**src/rtl/apb_pkg.sv**
```systemverilog
// Shared types and helpers for the APB register-file slave.
// Holds the transfer FSM states, the word-alignment shift and the strobe-width helper.
package apb_pkg;

  typedef enum logic [1:0] {
    IDLE,
    SETUP,
    ACCESS
  } apb_state_e;

  localparam int ADDR_ALIGN = 2;

  function automatic int strb_w(input int data_w);
    return data_w / 8;
  endfunction

endpackage

```
**src/rtl/apb_wait_counter.sv**
```systemverilog
// Counts access wait states; done rises once WAIT_STATES cycles have been counted.
module apb_wait_counter #(
  parameter int WAIT_STATES = 2
) (
  input  logic clk,
  input  logic rst_n,
  input  logic clear,
  input  logic enable,
  output logic done
);

  localparam int CNT_W = 4;

  logic [CNT_W-1:0] cnt;

  // Saturates at the wait-state count so done stays high until the next clear.
  always_ff @(posedge clk or negedge rst_n) begin
    if (!rst_n) begin
      cnt <= '0;
    end else if (clear) begin
      cnt <= '0;
    end else if (enable && !done) begin
      cnt <= cnt + 1'b1;
    end
  end

  assign done = (cnt == CNT_W'(WAIT_STATES));

endmodule

```
**src/rtl/apb_regfile_slave.sv**
```systemverilog
// APB slave with a DEPTH x DATA_W register file, byte strobes, fixed wait states
// and PSLVERR on bad addresses or an access phase that arrives without a setup phase.
module apb_regfile_slave
  import apb_pkg::*;
#(
  parameter int DATA_W      = 32,
  parameter int ADDR_W      = 32,
  parameter int DEPTH       = 8,
  parameter int WAIT_STATES = 2
) (
  input  logic                      PCLK,
  input  logic                      PRESET,
  input  logic                      PSEL,
  input  logic                      PENABLE,
  input  logic                      PWRITE,
  input  logic [ADDR_W-1:0]         PRWADDR,
  input  logic [DATA_W-1:0]         PRWDATA,
  input  logic [strb_w(DATA_W)-1:0] PSTRB,
  output logic [DATA_W-1:0]         PRDATA,
  output logic                      PREADY,
  output logic                      PSLVERR
);

  localparam int STRB_W = strb_w(DATA_W);
  localparam int IDX_W  = $clog2(DEPTH);
  localparam logic [ADDR_W-1:0] ADDR_LIMIT = ADDR_W'(DEPTH * 4);

  apb_state_e state, state_next;

  logic [ADDR_W-1:0] addr_q;
  logic              write_q;
  logic [DATA_W-1:0] wdata_q;
  logic [STRB_W-1:0] strb_q;
  logic [DATA_W-1:0] regs [DEPTH];

  logic             cnt_clear, cnt_enable, cnt_done;
  logic             addr_ok, violation, complete, commit;
  logic [IDX_W-1:0] idx;

  apb_wait_counter #(
    .WAIT_STATES(WAIT_STATES)
  ) u_wait (
    .clk   (PCLK),
    .rst_n (PRESET),
    .clear (cnt_clear),
    .enable(cnt_enable),
    .done  (cnt_done)
  );

  always_ff @(posedge PCLK or negedge PRESET) begin
    if (!PRESET) begin
      state <= IDLE;
    end else begin
      state <= state_next;
    end
  end

  // Dropping PSEL before completion abandons the transfer without touching the registers.
  always_comb begin
    state_next = state;
    cnt_clear  = 1'b0;
    cnt_enable = 1'b0;
    case (state)
      IDLE: begin
        if (PSEL && !PENABLE) begin
          state_next = SETUP;
        end
      end
      SETUP: begin
        cnt_clear  = 1'b1;
        state_next = ACCESS;
      end
      ACCESS: begin
        if (cnt_done) begin
          state_next = (PSEL && !PENABLE) ? SETUP : IDLE;
        end else if (!PSEL) begin
          state_next = IDLE;
        end else begin
          cnt_enable = 1'b1;
        end
      end
      default: state_next = IDLE;
    endcase
  end

  // The transfer uses the setup-phase snapshot, so later bus changes are ignored.
  always_ff @(posedge PCLK or negedge PRESET) begin
    if (!PRESET) begin
      addr_q  <= '0;
      write_q <= 1'b0;
      wdata_q <= '0;
      strb_q  <= '0;
    end else if (state == SETUP) begin
      addr_q  <= PRWADDR;
      write_q <= PWRITE;
      wdata_q <= PRWDATA;
      strb_q  <= PSTRB;
    end
  end

  assign idx     = addr_q[IDX_W+ADDR_ALIGN-1:ADDR_ALIGN];
  assign addr_ok = (addr_q[ADDR_ALIGN-1:0] == '0) && (addr_q < ADDR_LIMIT);

  // The violation response comes straight from the bus, so reset must mask it.
  assign violation = PRESET && (state == IDLE) && PSEL && PENABLE;
  assign complete  = (state == ACCESS) && cnt_done;
  assign commit    = complete && addr_ok && write_q && PSEL && PENABLE;

  assign PREADY  = violation || complete;
  assign PSLVERR = violation || (complete && !addr_ok);
  assign PRDATA  = (complete && addr_ok && !write_q) ? regs[idx] : '0;

  always_ff @(posedge PCLK or negedge PRESET) begin
    if (!PRESET) begin
      for (int i = 0; i < DEPTH; i++) begin
        regs[i] <= '0;
      end
    end else if (commit) begin
      for (int b = 0; b < STRB_W; b++) begin
        if (strb_q[b]) begin
          regs[idx][b*8 +: 8] <= wdata_q[b*8 +: 8];
        end
      end
    end
  end

endmodule

```
**config.mk**
```make
export PLATFORM = sky130hd
export DESIGN_NAME = apb_regfile_slave
export DESIGN_NICKNAME = d
export VERILOG_FILES = /design/src/rtl/apb_pkg.sv /design/src/rtl/apb_wait_counter.sv /design/src/rtl/apb_regfile_slave.sv
export SDC_FILE = /design/constraint.sdc
export NUM_CORES = 1
export LEC_CHECK = 0
export CAP_MARGIN = 40
export CORE_MARGIN = 5
export CORE_UTILIZATION = 45
export CTS_CLUSTER_DIAMETER = 40
export CTS_CLUSTER_SIZE = 40
export DETAILED_ROUTE_END_ITERATION = 8
export SYNTH_ARGS = -nofsm -noshare
export SYNTH_HDL_FRONTEND = slang
export SYNTH_HIERARCHICAL = 1
export SYNTH_SLANG_ARGS = --single-unit
export TNS_END_PERCENT = 100
```
**constraint.sdc**
```tcl
create_clock -name PCLK -period 4.2 [get_ports PCLK]
set_input_delay 0.63 -clock PCLK [delete_from_list [all_inputs] [get_ports PCLK]]
set_output_delay 0.63 -clock PCLK [all_outputs]
set_load 0.02 [all_outputs]
```
==> results of run 1 <==
[report_power, final]
group | internal [mW] | switching (mW) | total, mW
Combinational | 0.772 | 1.01 | 1.78
Sequential | 3.54 | 0.641 | 4.18
Clock | 2.58 | 1.60 | 4.18
[stage by stage]
step                utilization  setup slack, ps  cell area [um^2]  instances
global placement          0.510              536             16700       1518
detailed placement        0.511              465             16700       1520
finish                    0.564              194             18400       1608
floorplan                     -             1320             15000        991
CTS                       0.564             22.1             18400       1608
global route              0.564             53.7             18400       1608
[cells by family (layout without fill, tap and decap cells)]
logic type,Yosys count,in the layout,synth area share
compound gates,92,92,0.0436
xor+xnor,1,1,0.000584
fa+ha+maj,2,2,0.00167
buf+inv,49,224,0.0136
flops,331,331,0.552
mux,384,384,0.311
simple gates,132,132,0.0770
[worst paths after layout]
check                               from          to  slack, ps  cells past startpoint
setup / recovery               addr_q[1]  PRDATA[13]        190                      7
min in group asynchronous         PRESET   regs[102]        550                      2
hold reg to reg                 regs[34]    regs[34]        500                      1
hold / removal                  regs[34]    regs[34]        500                      1
setup reg to reg           u_wait/cnt[0]    regs[30]       1230                      7
max in group asynchronous         PRESET   addr_q[9]       2470                      3
[what timing repair did]
item	4_1_cts	5_1_grt
hold endpoints to repair	27	0
gates resized for setup	6	2
setup buffers	0	0
hold buffers	1	0
endpoints found under the setup margin	7	7
[per-layer routing]
layer | global-route usage | share of wire
met4 | 0.0623 | 0.027
met3 | 0.0313 | 0.034
met5 | 0 | 0
met2 | 0.342 | 0.49
met1 | 0.290 | 0.45
[cells in the mapped netlist]
master | instances | share of area
mux2_2 | 348 | 0.26
dfrtp_1 | 331 | 0.55
nand2_1 | 48 | 0.012
mux4_2 | 31 | 0.047
o221ai_1 | 30 | 0.018
nor4_4 | 28 | 0.040
clkbuf_1 | 23 | 0.0058
o22ai_1 | 20 | 0.0083
a21oi_1 | 18 | 0.0060
buf_1 | 12 | 0.0030
a221oi_1 | 10 | 0.0058
nand2b_1 | 8 | 0.0033
o21ai_0 | 8 | 0.0027
buf_2 | 7 | 0.0023
nor2_1 | 7 | 0.0018
nor4_1 | 7 | 0.0029
nor2b_1 | 5 | 0.0021
nand2_2 | 4 | 0.0017
nor4_2 | 4 | 0.0033
or2_2 | 4 | 0.0017
a211o_1 | 3 | 0.0018
a211oi_1 | 3 | 0.0015
buf_4 | 3 | 0.0015
inv_1 | 3 | 0.00075
mux2i_1 | 3 | 0.0020
and3_1 | 2 | 0.00083
ha_1 | 2 | 0.0017
mux2_1 | 2 | 0.0015
nand3_1 | 2 | 0.00067
nand4_1 | 2 | 0.00083
or3_1 | 2 | 0.00083
and3b_1 | 1 | 0.00058
and4_1 | 1 | 0.00058
and4b_1 | 1 | 0.00067
clkinv_1 | 1 | 0.00025
nand3b_1 | 1 | 0.00050
nand4_2 | 1 | 0.00083
nor3_1 | 1 | 0.00033
nor3b_1 | 1 | 0.00050
nor3b_2 | 1 | 0.00083
or4_1 | 1 | 0.00050
xor2_1 | 1 | 0.00058
[area by class of cell]
class | count | area (um^2) | area share
clock buffer | 52 | 1250 | 0.0677
clock inverter | 35 | 448 | 0.0243
inverter | 4 | 15.0 | 0.000814
multi-input combinational | 611 | 6560 | 0.356
sequential | 331 | 8290 | 0.450
tap | 442 | 553 | 0.0300
timing repair buffer | 133 | 1330 | 0.0721
[state kept, by name (all words and copies together), names as in the netlist]
register,flops
u_wait/cnt,4
state,2
strb_q,4
write_q,1
addr_q,32
wdata_q,32
regs,256
[worst max-delay path, delay by kind of cell, from the launching register on]
family | cells | cell delay (ps)
buffers and inverters | 3 | 1250
DFF | 1 | 370
and+or+nand+nor | 4 | 1220
==> results.toml, run 1 <==
[outcome]
status = "finished clean"

[global_routing]
grt_max_degree = 169
grt_pass1_wl_um = 59300
grt_overflow_total = 0
antenna_found_initial = 0
grtUsageTotal = 0.209
grt_pass1_vias = 9916

[final_layout]
mostFrequentLayoutCells = "mux2_2 (348), dfrtp_1 (328), clkdlybuf4s50_1 (102)"
n_antenna_cell = 0
num-nets-final = 1203
drive_gt1_frac = 0.465
mostFrequentLayoutCell = "mux2_2"
areaGrowthSynthToFinish_pct = 22.9
fill_cells = 2723

[floorplan]
row_count = 66
start_util = 0.459
fp.dieH_um = 193
fp.coreArea_mm2 = 0.0327
io_pins = 107
dieArea_mm2 = 0.0371
dieWidth_um = 193

[pwr]
fin_total_pwr_mw = 10.1
p_leak_nw = 8.57
power_density_mw_per_mm2 = 550
ir_drop_mv = 0.352

[yosys]
syn_area_per_cell_um2 = 15.1
syn_area_mm2 = 0.0150
ys_types = 42
yosysWarningCount = 6
synth_fp_nets = 1066
seq_area_frac_synth = 0.552
ys_ff_latch = 331
syn_inst = 991

[sta]
finalCritPeriodShare = 0.954
fmax_mhz = 250
worst_slew_pin_slew_ps = 940
finalHoldViolations = 0
finClkSkew_ps = 19.3
slew_violations = 0
min_period_ps = 4010
tns_ps = 0
slew_headroom = 0.373
rsz0062_at_grt = "no"
hold_ws_ps = 497
finalSetupViolations = 0

[clocking]
numClockSinks = 331
path_clk_slew_ps = 60
cts_tree = "done"
clk_latency_ps = 550
cts_buffers = 47
clockBufferDepth = 3
root_buffer = "clkbuf_16"
cts_htree_levels = 2

[setup_path]
critical_path.cell_chain = "nor4_1, nand4_1, buf_4, nor4_2, buf_4, and3_1, clkdlybuf4s50_1"
end_kind = "output port"
path_common_cell = "buf_4"
cpMaxStageDelayCell = "clkdlybuf4s50_1"
critical_path.max_stage_delay_ps = 630
criticalPathCategory = "register to output port"
cp.required_ps = 3570
critPathMaxFanout = 34
cp.arrival_ps = 3380
critPathLaunchType = "register"

[routing]
antenna_left = 0
wl_per_cell_um = 23.3
via_count = 9137
dr.pass1.iters = 4
via_per_inst = 5.68
wl_um = 37500
drc = 0
drt-initial-drc-count = 442

[hold_path]
hold_path_class = "register to register"

[placement]
gp_congestion = 0.816
io_buffers = 106
dp_hpwl_um = 23300

[flow_run]
cap_violations = 0
Power figures use the tool's default switching activity.
==> run 2, diff against run 1 <==
ABC_CLOCK_PERIOD_IN_PS = 4200   (was unset)
==> results of run 2 <==
No change in the layout: final DEF, timing and power equal those of run 1.
